### src/rtl/fpnew_share_arbiter.sv
// fpnew_share_arbiter: round-robin sharing of one FPU between NumReq requesters with tag-steered responses.
// Optional per-requester in-flight cap enabled by defining FPNEW_ARB_PERREQ_LIMIT_EN.
module fpnew_share_arbiter #(
  parameter int NumReq         = 2,
  parameter int ReqW           = 128,
  parameter int Width          = 32,
  parameter int MaxOutstanding = 4,
  parameter int MaxPerReq      = 2,
  parameter int IdW            = (NumReq > 1) ? $clog2(NumReq) : 1
) (
  input  logic                          clk_i,
  input  logic                          rst_i,
  input  logic [NumReq-1:0]             req_valid_i,
  output logic [NumReq-1:0]             req_ready_o,
  input  logic [NumReq-1:0][ReqW-1:0]   req_data_i,
  output logic [NumReq-1:0]             rsp_valid_o,
  input  logic [NumReq-1:0]             rsp_ready_i,
  output logic [NumReq-1:0][Width-1:0]  rsp_result_o,
  output logic [NumReq-1:0][4:0]        rsp_status_o,
  input  logic                          flush_i,
  output logic                          fpu_in_valid_o,
  input  logic                          fpu_in_ready_i,
  output logic [ReqW-1:0]               fpu_req_data_o,
  output logic [IdW-1:0]                fpu_tag_o,
  input  logic                          fpu_out_valid_i,
  output logic                          fpu_out_ready_o,
  input  logic [Width-1:0]              fpu_result_i,
  input  logic [4:0]                    fpu_status_i,
  input  logic [IdW-1:0]                fpu_tag_i,
  output logic                          fpu_flush_o,
  output logic                          busy_o
);
  localparam int CntW = $clog2(MaxOutstanding + 1);

  if (NumReq < 2 || MaxOutstanding < 1 || MaxPerReq < 1) begin : g_bad_cfg
    $error("fpnew_share_arbiter: invalid parameters");
  end

  typedef enum logic [1:0] {IDLE, BUSY, FLUSH} state_t;
  state_t state, state_nxt;

  logic [IdW-1:0]    ptr, pick, grant, lock_idx;
  logic [CntW-1:0]   count;
  logic [NumReq-1:0] full, elig, load;
  logic              locked, found, have_grant, cap_ok, issue, retire, dec, tag_ok, flush;

  assign flush = flush_i & ~rst_i;
  assign fpu_flush_o = flush;

`ifdef FPNEW_ARB_PERREQ_LIMIT_EN
  localparam int PrW = $clog2(MaxPerReq + 1);
  logic [NumReq-1:0][PrW-1:0] pr_cnt;
  always_comb begin
    for (int k = 0; k < NumReq; k++) elig[k] = req_valid_i[k] & (pr_cnt[k] < PrW'(MaxPerReq));
  end
  assign cap_ok = pr_cnt[grant] < PrW'(MaxPerReq);
  always_ff @(posedge clk_i or posedge rst_i) begin
    if (rst_i) pr_cnt <= '0;
    else if (flush) pr_cnt <= '0;
    else
      for (int k = 0; k < NumReq; k++) begin
        if ((issue && int'(grant) == k) && !(retire && tag_ok && int'(fpu_tag_i) == k && pr_cnt[k] != '0))
          pr_cnt[k] <= pr_cnt[k] + 1'b1;
        else if (!(issue && int'(grant) == k) && (retire && tag_ok && int'(fpu_tag_i) == k && pr_cnt[k] != '0))
          pr_cnt[k] <= pr_cnt[k] - 1'b1;
      end
  end
`else
  assign elig = req_valid_i;
  assign cap_ok = 1'b1;
`endif

  // Scan from the farthest offset down so the nearest eligible requester at/after ptr wins.
  always_comb begin
    pick = '0;
    found = 1'b0;
    for (int i = NumReq - 1; i >= 0; i--)
      for (int j = 0; j < NumReq; j++)
        if (elig[j] && j == (int'(ptr) + i) % NumReq) begin
          pick = IdW'(j);
          found = 1'b1;
        end
  end

  assign grant = locked ? lock_idx : pick;
  assign have_grant = locked | found;
  assign fpu_in_valid_o = have_grant & ~rst_i & ~flush & (state != FLUSH) & (count < CntW'(MaxOutstanding)) & cap_ok;
  assign issue = fpu_in_valid_o & fpu_in_ready_i;
  assign req_ready_o = issue ? (NumReq'(1) << grant) : '0;
  assign fpu_req_data_o = req_data_i[grant];
  assign fpu_tag_o = grant;

  assign tag_ok = int'(fpu_tag_i) < NumReq;
  assign fpu_out_ready_o = ~tag_ok | ~full[fpu_tag_i] | rsp_ready_i[fpu_tag_i];
  assign retire = fpu_out_valid_i & fpu_out_ready_o;
  assign dec = retire & (issue | (count != '0));
  assign load = (retire & tag_ok) ? (NumReq'(1) << fpu_tag_i) : '0;
  assign rsp_valid_o = full;
  assign busy_o = (count != '0) | (|full);

  always_comb begin
    state_nxt = flush ? FLUSH : (state == FLUSH) ? IDLE : issue ? BUSY :
                (count == '0 && !(|full)) ? IDLE : state;
  end

  always_ff @(posedge clk_i or posedge rst_i) begin
    if (rst_i) begin
      state <= IDLE;
      ptr <= '0;
      count <= '0;
      locked <= 1'b0;
      lock_idx <= '0;
      full <= '0;
      rsp_result_o <= '0;
      rsp_status_o <= '0;
    end else begin
      state <= state_nxt;
      if (flush) begin
        count <= '0;
        full <= '0;
        locked <= 1'b0;
      end else begin
        locked <= fpu_in_valid_o & ~fpu_in_ready_i;
        lock_idx <= grant;
        if (issue != dec) count <= issue ? count + 1'b1 : count - 1'b1;
        full <= (full & ~rsp_ready_i) | load;
      end
      if (issue) ptr <= (int'(grant) == NumReq - 1) ? '0 : grant + 1'b1;
      if (retire && tag_ok) begin
        rsp_result_o[fpu_tag_i] <= fpu_result_i;
        rsp_status_o[fpu_tag_i] <= fpu_status_i;
      end
    end
  end
endmodule

### config.mk
export PLATFORM = sky130hd
export DESIGN_NAME = fpnew_share_arbiter
export DESIGN_NICKNAME = d
export VERILOG_FILES = /design/src/rtl/fpnew_share_arbiter.sv
export SDC_FILE = /design/constraint.sdc
export NUM_CORES = 1
export LEC_CHECK = 0
export BUFFER_PORTS_ARGS = -buffer_cell sky130_fd_sc_hd__buf_2
export CELL_PAD_IN_SITES_DETAIL_PLACEMENT = 0
export CELL_PAD_IN_SITES_GLOBAL_PLACEMENT = 1
export CORE_AREA = 2 2 198 200
export DETAILED_ROUTE_END_ITERATION = 12
export DIE_AREA = 0 0 200 202
export GPL_TIMING_DRIVEN = 0
export PLACE_DENSITY = 0.57
export SLEW_MARGIN = 20
export SYNTH_ARGS = -nofsm -noshare
export SYNTH_HDL_FRONTEND = slang
export SYNTH_SLANG_ARGS = --single-unit
### constraint.sdc
create_clock -name clk_i -period 2.8 [get_ports clk_i]
set_input_delay 0.7 -clock clk_i [delete_from_list [all_inputs] [get_ports clk_i]]
set_output_delay 0.7 -clock clk_i [all_outputs]
set_load 0.1 [all_outputs]
# Yosys cells after proc, flatten, opt, wreduce, memory -nomap -nowiden
# Cells that the tools add are included.
classes:
  n_eq_ne: 4
  mux: 32
  bitwise: 21
  shift: 2
  add_sub_neg: 4
  order_cmp: 4
  n_reduce_logical: 14
op_table:
  columns: ["op", "count"]
  rows:
  - ["$mux W128", 2]
  - ["$bwmux W64", 1]
  - ["$logic_not A32 Y1", 2]
  - ["$demux W32 S1", 1]
  - ["$mux W32", 1]
  - ["$mux W1", 14]
  - ["$mux W2", 7]
  - ["$bwmux W10", 1]
  - ["$and A1 B1 Y1", 9]
  - ["$mux W3", 3]
  - ["$logic_and A1 B1 Y1", 6]
  - ["$demux W5 S1", 1]
  - ["$mux W5", 1]
  - ["$lt A1 B2 Y1 const B", 2]
  - ["$not A1 Y1", 4]
  - ["$or A1 B1 Y1", 4]
  - ["$reduce_bool A4 Y1", 1]
  - ["$shl A1 B1 Y2 const A", 2]
  - ["$add A3 B1 Y3 const B", 1]
  - ["$logic_not A3 Y1", 1]
  - ["$lt A3 B3 Y1 const B", 1]
  - ["$reduce_bool A3 Y1", 1]
  - ["$sub A3 B1 Y3 const B", 1]
  - ["$add A1 B1 Y1 const B", 2]
  - ["12 further kinds", 12]
word_totals:
  in_bits: 303
  out_inout_bits: 211
  register_bits: 84

# Logic depth before layout (Yosys ltp)
# Gate-level depths: netlist (run 1).
depth:
  ltp_word: 19
  ltp_mapped: 7
  depth_no_buf: 7

# Least setup slack after synthesis (run 1)
# OpenSTA, ideal clock, no wires.
synth_path:
  kind: "input to output"
  startpoint: "in req_valid_i[0]"
  endpoint: "out req_ready_o[0]"
  path_buffers: 2
  setup_slack_ns: -0.609
  arrival_ns: 2.709
  cell_stages: 6
  required_ns: 2.100
  path_cell_list: "inv_1 > o21ai_1 > o21ai_2 > buf_2 > buf_4 > nor2_1"
synth_via:
  word_cells_on_any_way: 17
  cone_classes: "1 x shift; 8 x mux; 6 x bitwise; 2 x reduce/logical"
synth_rtl:
  columns: ["element", "line_no", "text"]
  rows:
  - ["from (decl)", "13", "input logic [NumReq-1:0] req_valid_i,"]
  - ["$logic_and A1 B1 Y1", "79", "if (elig[j] && j == (int'(ptr) + i) % NumReq) begin"]
  - ["$mux W1 (2 in series)", "79", null]
  - ["$mux W1", "85", "assign grant = locked ? lock_idx : pick;"]
  - ["via fpu_tag_o", "24", "output logic [IdW-1:0] fpu_tag_o,"]
  - ["$shl A1 B1 Y2", "89", "assign req_ready_o = issue ? (NumReq'(1) << grant) : '0;"]
  - ["$mux W2", "89", null]
  - ["to (decl)", "14", "output logic [NumReq-1:0] req_ready_o,"]
# The timed path passes the listed nets, and every way through them passes these cells.

# Worst setup path after layout (run 1)
layout_path:
  startpoint: "in req_valid_i[0]"
  endpoint: "out fpu_req_data_o[16]"
layout_via:
  elab_chain_len: 6
layout_rtl:
  columns: ["element", "line_no", "text"]
  rows:
  - ["$logic_and A1 B1 Y1", "79", null]
  - ["$mux W1 (2 in series)", "79", null]
  - ["$mux W1", "85", null]
  - ["$mux W128 (implied by the code) (2 in series)", "90", "assign fpu_req_data_o = req_data_i[grant];"]
  - ["to (decl)", "23", "output logic [ReqW-1:0] fpu_req_data_o,"]
# Every way passes these cells. The select of a mux whose other input is x is not followed.

==> results of run 1 <==
-- final cells by class --
type | count | area (um^2)
Fill cell | 4207 | 28300
Timing Repair Buffer | 523 | 3770
Multi-Input combinational cell | 393 | 2780
Sequential cell | 84 | 2100
Tap cell | 518 | 648
Buffer | 32 | 333
Clock buffer | 9 | 225
Clock inverter | 7 | 58.8
Antenna cell | 11 | 27.5
Inverter | 6 | 26.3
-- cells in the mapped netlist (all sizes together) --
cell    count  area (um^2)
mux2      130         1460
o21a        1         7.51
and2        1         6.26
a21oi       3         15.0
o21ai       5         28.8
nand2b      2         12.5
a41o        1         10.0
or3         3         33.8
nand3b      2         15.0
dfrtp      84         2100
xnor2       1         8.76
a21o        1         7.51
nand3       1         5.00
nand4b      1         23.8
nor2        3         11.3
and3        1         6.26
o31ai       1         7.51
inv         6         22.5
and3b       2         17.5
nor3        4         35.0
o211a       1         17.5
nand2     224          841
nor2b       3         18.8
fa          1         20.0
clkbuf      5         18.8
a22oi       1         7.51
buf        28          164
-- cell families (layout without fill, tap and decap cells) --
family / after synthesis / count (layout) / synth area share [%]
buffers and inverters: 39 / 577 / 4.16
adders and majority gates: 1 / 1 / 0.406
DFF: 84 / 84 / 42.7
and+or+nand+nor: 247 / 247 / 20.8
xor gates and xnor gates: 1 / 1 / 0.178
other: 0 / 11 / 0
AOI/OAI and AO/OA: 14 / 14 / 2.06
muxes: 130 / 130 / 29.7
-- power groups by stage --
| stage | clock (mW) | sequential [mW] | combinational [mW] |
|---|---|---|---|
| after floorplan | 0 | 2.74 | 3.14 |
| after global placement | 0 | 1.53 | 5.52 |
| after detailed placement | 0 | 1.53 | 5.54 |
| after CTS | 1.24 | 1.52 | 5.83 |
| after global routing | 1.29 | 1.55 | 6.59 |
| final | 1.18 | 1.52 | 6.39 |
-- timing repair --
action | 4_1_cts | 5_1_grt
gates cloned | 0 | 4
setup endpoints to repair | 131 | 128
setup buffers | 2 | 1
gates resized for setup | 169 | 250
pin swaps | 1 | 1
-- layer usage --
| metal | GRT usage, % | vias to the layer above | wire length, um |
|---|---|---|---|
| met3 | 8.38 | 38 | 5120 |
| met2 | 27.2 | 314 | 16300 |
| met1 | 22.9 | 2833 | 15700 |
| met4 | 3.41 | 4 | 600 |
| met5 | 0 | - | 22 |
| li1 | - | 2774 | - |
-- registers in the layout, summed over array words and instances, names as in the netlist --
signal	count
rsp_status_o	10
lock_idx	1
state	2
rsp_valid_o	2
rsp_result_o	64
locked	1
ptr	1
count	3
-- worst max-delay path, stage by stage --
cell and delay (ns):
buf_6 0.09, inv_2 0.04, o21ai_2 0.06, o21ai_4 0.25, buf_4 0.28, mux2_2 0.39, buf_2 0.30
-- worst min path at each step --
stage | from | depth (start not counted) | slack, ns | end
floorplan | ptr | 1 | 0.45 | ptr
global placement | rsp_result_o[30] | 2 | 0.45 | rsp_result_o[30]
detailed placement | rsp_result_o[51] | 2 | 0.46 | rsp_result_o[51]
CTS | rst_i | 2 | 0.28 | state[0]
global route | rst_i | 2 | 0.28 | state[1]
finish | rst_i | 2 | 0.29 | state[1]
==> run metrics, run 1 <==
status=complete, but fails checks; failing checks=setup timing; Vias=5,963; Setup-failing EPs final=8; placement-stage cell area=0.00821 mm^2; part of the power in registers=16.7%; Max Freq=354 MHz; finished layout cell area=0.00997 mm^2; clock group share of total power=13.0%; CP Launch Type=input port; Nets=1,353; Pwr Density=~910 mW/mm^2; row cnt=approximately 70; initial antenna violation count=19; Post-route DRC=0; Leak=5.30 nW; CP max FO=10; gr ovfl total=0; setup tns final=-0.0858 ns; vias in the first global route=approximately 6,000; number of hold-repair buffers added at the cts stage=0; R2R cell count=7; dpl ws=-0.742 ns; ANT nets after route=0; synthesis-stage register bit count=84; Power Total=9.09 mW; crit path capture=fpu_req_data_o[16]; Root Driver=clkbuf_16; Num CTS Buffers=9; Worst Setup SP=req_valid_i[0]; Synth Area per Inst=9.55 um^2; Worst Tran Pin Value=0.645 ns; Die Wd=~200 um; synthesized area=0.00493 mm^2; die area=between 0.04 and 0.05 mm^2; Final Util=a little over a quarter; Seq/Total Area, Yosys=42.7%; Post-Place Cells=1,550; library cells used by synthesis=35; synthesized net count=820; Arrival @ worst endpoint=2.12 ns; clock slew at reported path FFs=0.07 ns; Initial DRC Count=242; Max Slew Vio Count=0; Via-to-Cell Ratio=between 3 and 4; flop2flop setup slack=between 0.8 and 0.9 ns; final period utilization=101%; RSZ-0062 raised after global routing=yes; post-DP HPWL=33.0 mm; Hold Path Class=in2async; Layout area overhead=102%; internal power=~3.7 mW; Rel. slew slack=57.0%; routed len/inst=23.9 um; layout cell share with drive strength beyond 1=64.1%; most frequent cells in the layout=398 x buf_2, 224 x nand2_1, 84 x dfrtp_1; WHS=0.289 ns; P_sw=~5.4 mW; CTS Sinks=84; Setup crit end kind=primary output; critical path type=in2out; DRT Wirelength=37.8 mm; most common cell after layout, fill and taps aside=buf_2; CTS tree=built; Reg2Reg Launch Point=locked; Mapped Cells=516; Final Wtd Congestion=0.960; Die Y=between 200 and 250 um; Final Hold Vio Count=0; Starting Density=between 10% and 20%; first-pass GRT wire length=48.1 mm; combinational share of power=approximately 70%; number of max-cap violations=0; slack of the critical path=-0.0224 ns; pin count of the biggest net entering global routing=31; Final min period=roughly 2.8 ns; Fin Clk Skew=0.00663 ns; # H-tree levels=3; num ports=around 500; worst r2r dst=count[1]; Max Root-Sink Buffers=2; Peak VDD IR=0.000421 V; sw frac=between 50% and 60%; Worst Path Required=2.10 ns; # port buffers=roughly 500; 1st-pass router iterations=4; Global Route Usage Sum=17.8%; Post-Layout Cell Count=1,583; core box area=roughly 0.038 mm^2; worst skew pair latency=0.36 ns; Ys Warns=0
Note: power is estimated with default switching activity, not from simulation.
==> run 2, diff against run 1 <==
--- a/config.mk
+++ b/config.mk
@@ -12,7 +12,8 @@
 export DETAILED_ROUTE_END_ITERATION = 12
 export DIE_AREA = 0 0 200 202
 export GPL_TIMING_DRIVEN = 0
-export PLACE_DENSITY = 0.57
+export PLACE_DENSITY = 0.51
+export SETUP_SLACK_MARGIN = 0.3
 export SLEW_MARGIN = 20
 export SYNTH_ARGS = -nofsm -noshare
 export SYNTH_HDL_FRONTEND = slang
==> constraint.sdc (replaced) <==
create_clock -name clk_i -period 3.3 [get_ports clk_i]
set_input_delay 0.825 -clock clk_i [delete_from_list [all_inputs] [get_ports clk_i]]
set_output_delay 0.825 -clock clk_i [all_outputs]
set_load 0.1 [all_outputs]
==> run metrics, run 2 (same netlist as run 1, synthesis figures left out) <==
first-pass GRT wire length=49.2 mm; Hold Path Class=in2async; Reg2Reg Launch Point=locked; Setup crit end kind=primary output; Max Freq=332 MHz; Final Hold Vio Count=0; crit path capture=fpu_req_data_o[75]; Rel. slew slack=between 50 and 60%; Vias=6,086; Worst Tran Pin Value=0.653 ns; Arrival @ worst endpoint=2.19 ns; DRT Wirelength=38.6 mm; ANT nets after route=0; Worst Setup SP=req_valid_i[0]; # port buffers=513; Starting Density=12.9%; Fin Clk Skew=0.00654 ns; Leak=5.71 nW; Nets=1,356; number of max-cap violations=0; Final Wtd Congestion=0.887; Final Util=28.3%; # H-tree levels=3; CP Launch Type=input port; setup tns final=0 ns; Peak VDD IR=0.000349 V; CTS tree=built; Largest register FFs=64; vias in the first global route=6,068; Pwr Density=approximately 760 mW/mm^2; Setup-failing EPs final=0; Top reg by flops=rsp_result_o; layout cell share with drive strength beyond 1=67.3%; CTS Sinks=84; Final min period=3.02 ns; Power Total=between 8 and 9 mW; 1st-pass router iterations=4; routed len/inst=approximately 24 um; Layout area overhead=120%; Global Route Usage Sum=~18%; Num CTS Buffers=9; CP max FO=10; Via-to-Cell Ratio=~3.8; gr ovfl total=0; row cnt=72; fillers=4,105; Root Driver=clkbuf_16; die area=0.0404 mm^2; flop2flop setup slack=1.35 ns; initial antenna violation count=46; most common cell after layout, fill and taps aside=buf_2; Max Root-Sink Buffers=2; Initial DRC Count=289; pin count of the biggest net entering global routing=61; RSZ-0062 raised after global routing=yes; most frequent cells in the layout=393 x buf_2, 224 x nand2_1, 94 x buf_12; post-DP HPWL=33.6 mm; Die Y=202 um; status=complete, no violations; final period utilization=~91%; worst skew pair latency=0.35 ns; num ports=514; top flop regs=rsp_result_o: 64 flops, rsp_status_o: 10 flops, count: 3 flops; number of hold-repair buffers added at the cts stage=0; R2R cell count=7; clock slew at reported path FFs=0.07 ns; core box area=approximately 0.038 mm^2; Worst Path Required=2.47 ns; critical path type=in2out; worst r2r dst=count[2]; Post-route DRC=0; Max Slew Vio Count=0; Die Wd=200 um
-- run 2: cell types whose count changed in the layout (fill, tap and decap cells not counted), moves of 2 or more --
cell	change
buf_2	-5
mux2_4	+41
buf_4	-28
buf_6	-16
clkbuf_16	-2
mux2_1	-33
buf_12	+46
diode_2	+2
mux2_2	-8
clkbuf_4	-3
buf_16	+6
buf_8	+5
-- run 2: stage by stage --
stage | worst slack (ns) | hold WS [ns] | area (um^2) | std cells
after floorplan | 0.210 | 0.450 | 4940 | 516
after global placement | -1.26 | 0.453 | 8150 | 1547
after detailed placement | -0.503 | 0.456 | 8180 | 1548
after CTS | 0.265 | 0.463 | 10400 | 1572
after global routing | 0.244 | 0.470 | 10800 | 1579
final | 0.285 | 0.461 | 10800 | 1588
-- run 2: critical path: stages --
cell and delay (ns):
buf_6 0.09, inv_2 0.04, o21ai_2 0.06, o21ai_4 0.14
buf_12 0.15, buf_12 0.15, buf_12 0.15, mux2_2 0.37
buf_12 0.18
-- run 2: how the worst min path moves through the flow --
stage	endpoint	slack, ns	depth (start not counted)
after floorplan	ptr	0.45	1
after global placement	rsp_status_o[3]	0.45	2
after detailed placement	rsp_result_o[23]	0.46	2
after CTS	rsp_result_o[54]	0.46	2
after global routing	rsp_result_o[27]	0.47	2
final	rsp_result_o[27]	0.46	2
-- run 2: report_power, final --
group	switching [mW]	total, mW	leakage [nW]	internal, mW
Combinational	4.04	5.82	4.53	1.79
Sequential	0.0966	1.29	1.05	1.19
Clock	0.466	1.06	0.140	0.596
Total	4.60	8.18	5.71	3.58
-- run 2: layer usage --
layer / part of all wire [%] / track usage (%) / wire [um]
met1: 39 / 21.9 / 14900
met2: 46 / 29.4 / 17900
met3: 13 / 8.19 / 4920
met4: 2.0 / 4.05 / 759
met5: 0.28 / 0 / 109
-- run 2: layout make-up --
| cell class | count | area, um^2 | share of cell area [%] |
|---|---|---|---|
| inverters | 6 | 27.5 | 0.254 |
| well taps | 518 | 648 | 5.99 |
| clock buffers | 10 | 229 | 2.12 |
| clock inverters | 6 | 71.3 | 0.659 |
| multi-input cells | 393 | 2940 | 27.1 |
| plain buffers | 33 | 380 | 3.52 |
| repair buffers | 525 | 4390 | 40.6 |
| flip-flops and latches | 84 | 2100 | 19.4 |
| diodes | 13 | 32.5 | 0.301 |
-- run 2: what timing repair did --
action | in CTS | in global routing
cloned | 4 | 2
resized for setup | 491 | 80
pin swaps | 2 | 1
buffers inserted | 4 | 1
endpoints found under the setup margin | 131 | 128
hold endpoints to repair | 0 | 0
